--- src/rtl/cmp_arbiter.sv ---
// cmp_arbiter: round-robin arbiter sharing one compare unit among NUM_REQ requesters.
// Contains cmp_types_pkg (cmp_op_t), the compare unit and the cmp_arbiter top.
// Ports (cmp_arbiter):
//   clk, rst_n              clock (rising edge), asynchronous active-low reset
//   req_valid/req_ready     per-requester request handshake (one-hot ready)
//   req_a/req_b/req_op      per-requester operands and comparison op
//   req_tag                 per-requester opaque tag echoed on the response
//   rsp_valid/rsp_ready     per-requester response handshake
//   rsp_result/rsp_tag      shared response payload of the held stage
// Optional macro CMP_ARB_STATS_EN adds stat_grant_cnt (per-requester accepts)
// and stat_stall_cnt (cycles with a pending request but no accept), both saturating.

package cmp_types_pkg;
    typedef enum logic [2:0] {
        CMP_EQ  = 3'b000,
        CMP_NE  = 3'b001,
        CMP_LT  = 3'b100,
        CMP_GE  = 3'b101,
        CMP_LTU = 3'b110,
        CMP_GEU = 3'b111
    } cmp_op_t;
endpackage

module compare (
    input  logic [31:0]            a,
    input  logic [31:0]            b,
    input  cmp_types_pkg::cmp_op_t op,
    output logic                   result
);
    import cmp_types_pkg::*;
    // Encodings outside the enum fall through to 0.
    always_comb
        result = (op == CMP_EQ)  ? (a == b) :
                 (op == CMP_NE)  ? (a != b) :
                 (op == CMP_LT)  ? ($signed(a) <  $signed(b)) :
                 (op == CMP_GE)  ? ($signed(a) >= $signed(b)) :
                 (op == CMP_LTU) ? (a <  b) :
                 (op == CMP_GEU) ? (a >= b) : 1'b0;
endmodule

module cmp_arbiter
    import cmp_types_pkg::*;
#(
    parameter int NUM_REQ = 2,
    parameter int TAG_W   = 4
) (
    input  logic                           clk,
    input  logic                           rst_n,
    input  logic    [NUM_REQ-1:0]          req_valid,
    output logic    [NUM_REQ-1:0]          req_ready,
    input  logic    [NUM_REQ-1:0][31:0]    req_a,
    input  logic    [NUM_REQ-1:0][31:0]    req_b,
    input  cmp_op_t [NUM_REQ-1:0]          req_op,
    input  logic    [NUM_REQ-1:0][TAG_W-1:0] req_tag,
    output logic    [NUM_REQ-1:0]          rsp_valid,
    input  logic    [NUM_REQ-1:0]          rsp_ready,
    output logic                           rsp_result,
    output logic    [TAG_W-1:0]            rsp_tag
`ifdef CMP_ARB_STATS_EN
    ,
    output logic    [NUM_REQ-1:0][31:0]    stat_grant_cnt,
    output logic    [31:0]                 stat_stall_cnt
`endif
);
    localparam int IW = $clog2(NUM_REQ);

    logic [IW-1:0]    rr_ptr, stage_id, gnt, gnt_hi, gnt_lo;
    logic             stage_valid, stage_result, hit_hi, cmp_res, can_accept, accept;
    logic [TAG_W-1:0] stage_tag;

    // First valid index at or above rr_ptr wins; otherwise wrap to the lowest valid index.
    always_comb begin
        gnt_hi = '0;
        gnt_lo = '0;
        hit_hi = 1'b0;
        for (int i = NUM_REQ - 1; i >= 0; i--) begin
            if (req_valid[i]) begin
                gnt_lo = IW'(i);
                if (IW'(i) >= rr_ptr) begin
                    gnt_hi = IW'(i);
                    hit_hi = 1'b1;
                end
            end
        end
        gnt = hit_hi ? gnt_hi : gnt_lo;
    end

    // A stalled stage blocks new accepts; a draining stage can be refilled in the same cycle.
    assign can_accept = !stage_valid || rsp_ready[stage_id];
    assign accept     = rst_n && can_accept && (|req_valid);
    assign req_ready  = accept ? (NUM_REQ'(1) << gnt) : '0;
    assign rsp_valid  = stage_valid ? (NUM_REQ'(1) << stage_id) : '0;
    assign rsp_result = stage_result;
    assign rsp_tag    = stage_tag;

    compare u_compare (
        .a      (req_a[gnt]),
        .b      (req_b[gnt]),
        .op     (req_op[gnt]),
        .result (cmp_res)
    );

    always_ff @(posedge clk or negedge rst_n) begin
        if (!rst_n) begin
            rr_ptr       <= '0;
            stage_valid  <= 1'b0;
            stage_id     <= '0;
            stage_result <= 1'b0;
            stage_tag    <= '0;
        end else if (accept) begin
            stage_valid  <= 1'b1;
            stage_id     <= gnt;
            stage_result <= cmp_res;
            stage_tag    <= req_tag[gnt];
            rr_ptr       <= (gnt == IW'(NUM_REQ - 1)) ? '0 : gnt + 1'b1;
        end else if (stage_valid && rsp_ready[stage_id]) begin
            stage_valid  <= 1'b0;
        end
    end

`ifdef CMP_ARB_STATS_EN
    always_ff @(posedge clk or negedge rst_n) begin
        if (!rst_n) begin
            stat_grant_cnt <= '0;
            stat_stall_cnt <= '0;
        end else begin
            for (int i = 0; i < NUM_REQ; i++)
                if (req_ready[i] && stat_grant_cnt[i] != '1)
                    stat_grant_cnt[i] <= stat_grant_cnt[i] + 32'd1;
            if ((|req_valid) && !accept && stat_stall_cnt != '1)
                stat_stall_cnt <= stat_stall_cnt + 32'd1;
        end
    end
`endif
endmodule

--- config.mk ---
export PLATFORM = sky130hd
export DESIGN_NAME = cmp_arbiter
export DESIGN_NICKNAME = d
export VERILOG_FILES = /design/src/rtl/cmp_arbiter.sv
export SDC_FILE = /design/constraint.sdc
export NUM_CORES = 1
export LEC_CHECK = 0
export BUFFER_PORTS_ARGS = -buffer_cell sky130_fd_sc_hd__clkbuf_2
export CAP_MARGIN = 20
export CORE_ASPECT_RATIO = 1.75
export CORE_UTILIZATION = 45
export DETAILED_ROUTE_END_ITERATION = 10
export GPL_ROUTABILITY_DRIVEN = 1
export PLACE_DENSITY = 0.89
export SLEW_MARGIN = 20
export SYNTH_ARGS = -nofsm -noshare
export SYNTH_HDL_FRONTEND = slang
export SYNTH_HIERARCHICAL = 1
export SYNTH_SLANG_ARGS = --single-unit
--- constraint.sdc ---
create_clock -name clk -period 6.9 [get_ports clk]
set_input_delay 1.035 -clock clk [delete_from_list [all_inputs] [get_ports clk]]
set_output_delay 1.035 -clock clk [all_outputs]
set_load 0.1 [all_outputs]
==> summary.md <==
### Placed design
- 0.00295 mm2 — standard cell area after detailed placement
- 5060 um — Post-DP HPWL
- 0.812 — routability-driven placement congestion ratio
- 2.82 ns — pre-CTS WS
- 156 — quantity of I/O buffers inserted on ports

### Yosys
- 422 — Synth Net Count
- 0.00216 mm2 — Cell Area, Synth
- 0.323 — fraction of post-synthesis cell area in the top cell type by area
- 1.00 — proportion of synthesized flip-flops having asynchronous set or reset
- 0 — number of enable-type register cells in the synthesized netlist
- mux2_2 — dominant cell type by area after synthesis
- 8 — number of storage elements in the synthesis netlist
- 0.0926 — sequential share of the synthesized area
- 6 — number of warnings printed during yosys synthesis
- 242 — synthesized netlist cell count
- 36 — synth unique cells
- 8.93 um2 — synthesized area per cell
- mux2_2 (32%), ha_1 (19%), dfrtp_1 (9.3%) — main area contributors after synthesis
- dfrtp_1 — Main synth FF type

### Floorplan
- 0.00467 mm2 — core region area
- 54.4 um — horizontal extent of the die
- 157 — I/O pin count
- 0.00509 mm2 — Die Footprint
- 33 — Cell Rows
- 0.463 — Starting Density
- 93.7 um — die boundary height

### Drt
- 5540 um — final wirelength
- 0 — number of DRC violations after detailed routing
- 9 — 1st-iter DRT viols
- 0 — post-route ant nets
- 5.21 — Avg Vias per Cell
- 12.4 um — average wire per standard cell
- 4 — count of TritonRoute iterations in the first routing pass
- 2,327 — total number of vias

### Worst setup path
- input pin to register — path type of the worst setup path
- mux2_2 — cell seen most often among critical-path stages
- 3.96 ns — critical path arrival
- clkbuf_2 > inv_1 > o21ai_4 > buf_4 > mux2_2 > ha_1 > nand4_1 > nor4_2 > a21oi_1 > a311oi_1 > a211o_1 > a211oi_2 > mux2_2 — Cell Chain, Critical Path
- 7.01 ns — Req. time, crit path
- 11 — Reg2Reg Depth
- 41 — maximum fanout along the worst path
- 3 — Critical path buffers and inverters
- 0.42 ns — Max stage delay on crit path
- register — kind of capture point of the worst setup path
- buf_4 — Slowest cell on crit path
- input pin — startpoint kind of the worst setup timing path
- compound AO/OA/AOI/OAI gates — gate family responsible for the most delay along the worst path
- 13 — logic depth of the worst path, buffers included

### Clock network
- 0.04 ns — register clock-pin slew on the reported worst setup and hold paths
- 1 — deepest level of the CTS H-tree
- 0 — hold-fix buffers at CTS
- 8 — number of clock sinks
- 2 — Max Root-Sink Buffers
- 0.23 ns — clock latency on the worst-skew pair
- built — clock tree from TritonCTS
- 3 — clock buffers created by TritonCTS
- clkbuf_8 — Clk Tree Root Cell
- 0 — number of buffers inserted to repair setup after CTS
- 0 — number of gates resized after CTS

### Layout
- 0.00175 mm2 — Multi-input gate area
- 0.00299 mm2 — Final Instance Area
- 200 um2 — Sequential Area
- 423 — fillers
- 38.4% — layout overhead on the synthesized area
- 0.587 — layout cell share with drive strength beyond 1
- 577 — fin nets
- 0 — number of inserted diodes

### Timing
- 0 — fin. max-slew vios
- 0 ns — final sum of negative setup slack
- 3.05 ns — setup slack after layout
- 0.557 — final worst-path cycle share
- false — unrepaired setup endpoints after global routing
- 0.551 ns — Slew @ Worst Pin
- 0.634 — Slew headroom
- 0 — # setup viols final
- 3.85 ns — min cycle time layout
- 0.260 GHz — maximum achievable frequency
- 0 — number of endpoints with negative hold slack in the final report
- 0.00512 ns — worst-case clock skew

### Run
- 0 — Max-Cap Viols

### Global routing
- 0.219 — all-layer global routing usage
- 42 — largest net degree at the start of global routing
- 8540 um — global-route wire length before repair
- 2,330 — number of global-route vias before repair
- 0 — total gr overflow
- 0 — initial antenna violation count

### Status
- finished clean — run status

### Min path
- register to register — path class of the lowest-slack min-delay path
- 1 — Hold Crit Depth

### Power and ir drop
- 158 mW/mm2 — total power divided by cell area
- 0.00171 uW — leakage power
- 0.237 mV — Max VDD drop

stage by stage:
| stage | hold WS (ns) | util | total power (uW) | instances |
|---|---|---|---|---|
| after floorplan | 0.487 | - | 337 | 242 |
| after global placement | 0.495 | 0.632 | 406 | 444 |
| after detailed placement | 0.512 | 0.632 | 417 | 444 |
| after CTS | 0.521 | 0.641 | 476 | 447 |
| after global routing | 0.540 | 0.641 | 510 | 447 |
| final | 0.518 | 0.641 | 471 | 447 |
logic make-up (layout without fill, tap and decap cells):
group	after synthesis	after routing	share of synthesized area
AND/OR/NAND/NOR	44	44	0.124
AO/OA/AOI/OAI	40	40	0.123
multiplexers	73	73	0.378
flip-flops	8	8	0.0926
adder cells (fa/ha/maj)	32	32	0.185
buffers and inverters	45	198	0.0979
where the power goes:
group / internal, uW / switching [uW]
Clock: 37.8 / 18.8
Combinational: 139 / 207
Sequential: 59.5 / 8.40
flip-flops by register name, indices dropped and copies added, names as in the netlist:
name         count
rsp_tag          4
rr_ptr           1
rsp_result       1
stage_id         1
stage_valid      1
cells in the final DEF (no fill, tap or decap), types with 2 or more instances in the layout:
| cell | count |
|---|---|
| clkbuf_2 | 156 |
| inv_1 | 37 |
| nor2b_1 | 3 |
| o211a_1 | 2 |
| nand4_1 | 5 |
| a21oi_1 | 20 |
| nor2_1 | 10 |
| and2_1 | 3 |
| clkbuf_8 | 3 |
| ha_1 | 32 |
| nand3_1 | 4 |
| a221oi_1 | 2 |
| nand2_1 | 11 |
| o21ai_0 | 6 |
| buf_4 | 2 |
| mux2_2 | 62 |
| mux2_1 | 6 |
| dfrtp_1 | 8 |
| nand4_2 | 2 |
| mux2i_1 | 5 |
cell type report:
type | instances | area share
multi-input combinational | 189 | 0.585
timing repair buffer | 158 | 0.266
sequential | 8 | 0.0669
inverter | 37 | 0.0464
tap | 52 | 0.0218
clock buffer | 3 | 0.0138
Yosys cell counts, types with 2 or more instances:
cell       n
buf_6      4
inv_1     37
o21ai_0    6
mux2i_1    5
dfrtp_1    8
and2_1     3
mux2_1     6
nand3_1    4
mux2_2    62
nand4_1    5
ha_1      32
a221oi_1   2
nor2b_1    3
o211a_1    2
buf_4      3
nand2_1   11
a21oi_1   20
nor2_1    10
nand4_2    2
per-layer routing:
metal	routed length (um)	track usage	up-vias
li1	-	-	1174
met3	252	0.0178	15
met1	1830	0.182	1052
met5	0	0	-
met2	3330	0.470	86
met4	120	0.0726	0
path summary, 6_finish.rpt:
kind	startpoint	slack, ns	to
setup / recovery	req_valid[0]	3.05	rsp_result
hold / removal	rsp_result	0.52	rsp_result
setup reg to reg	rr_ptr	3.62	rsp_result
hold reg to reg	rsp_result	0.52	rsp_result
max in group asynchronous	rst_n	6.05	rsp_tag[0]
min in group asynchronous	rst_n	0.65	stage_id
(Power assumes the default switching activity.)
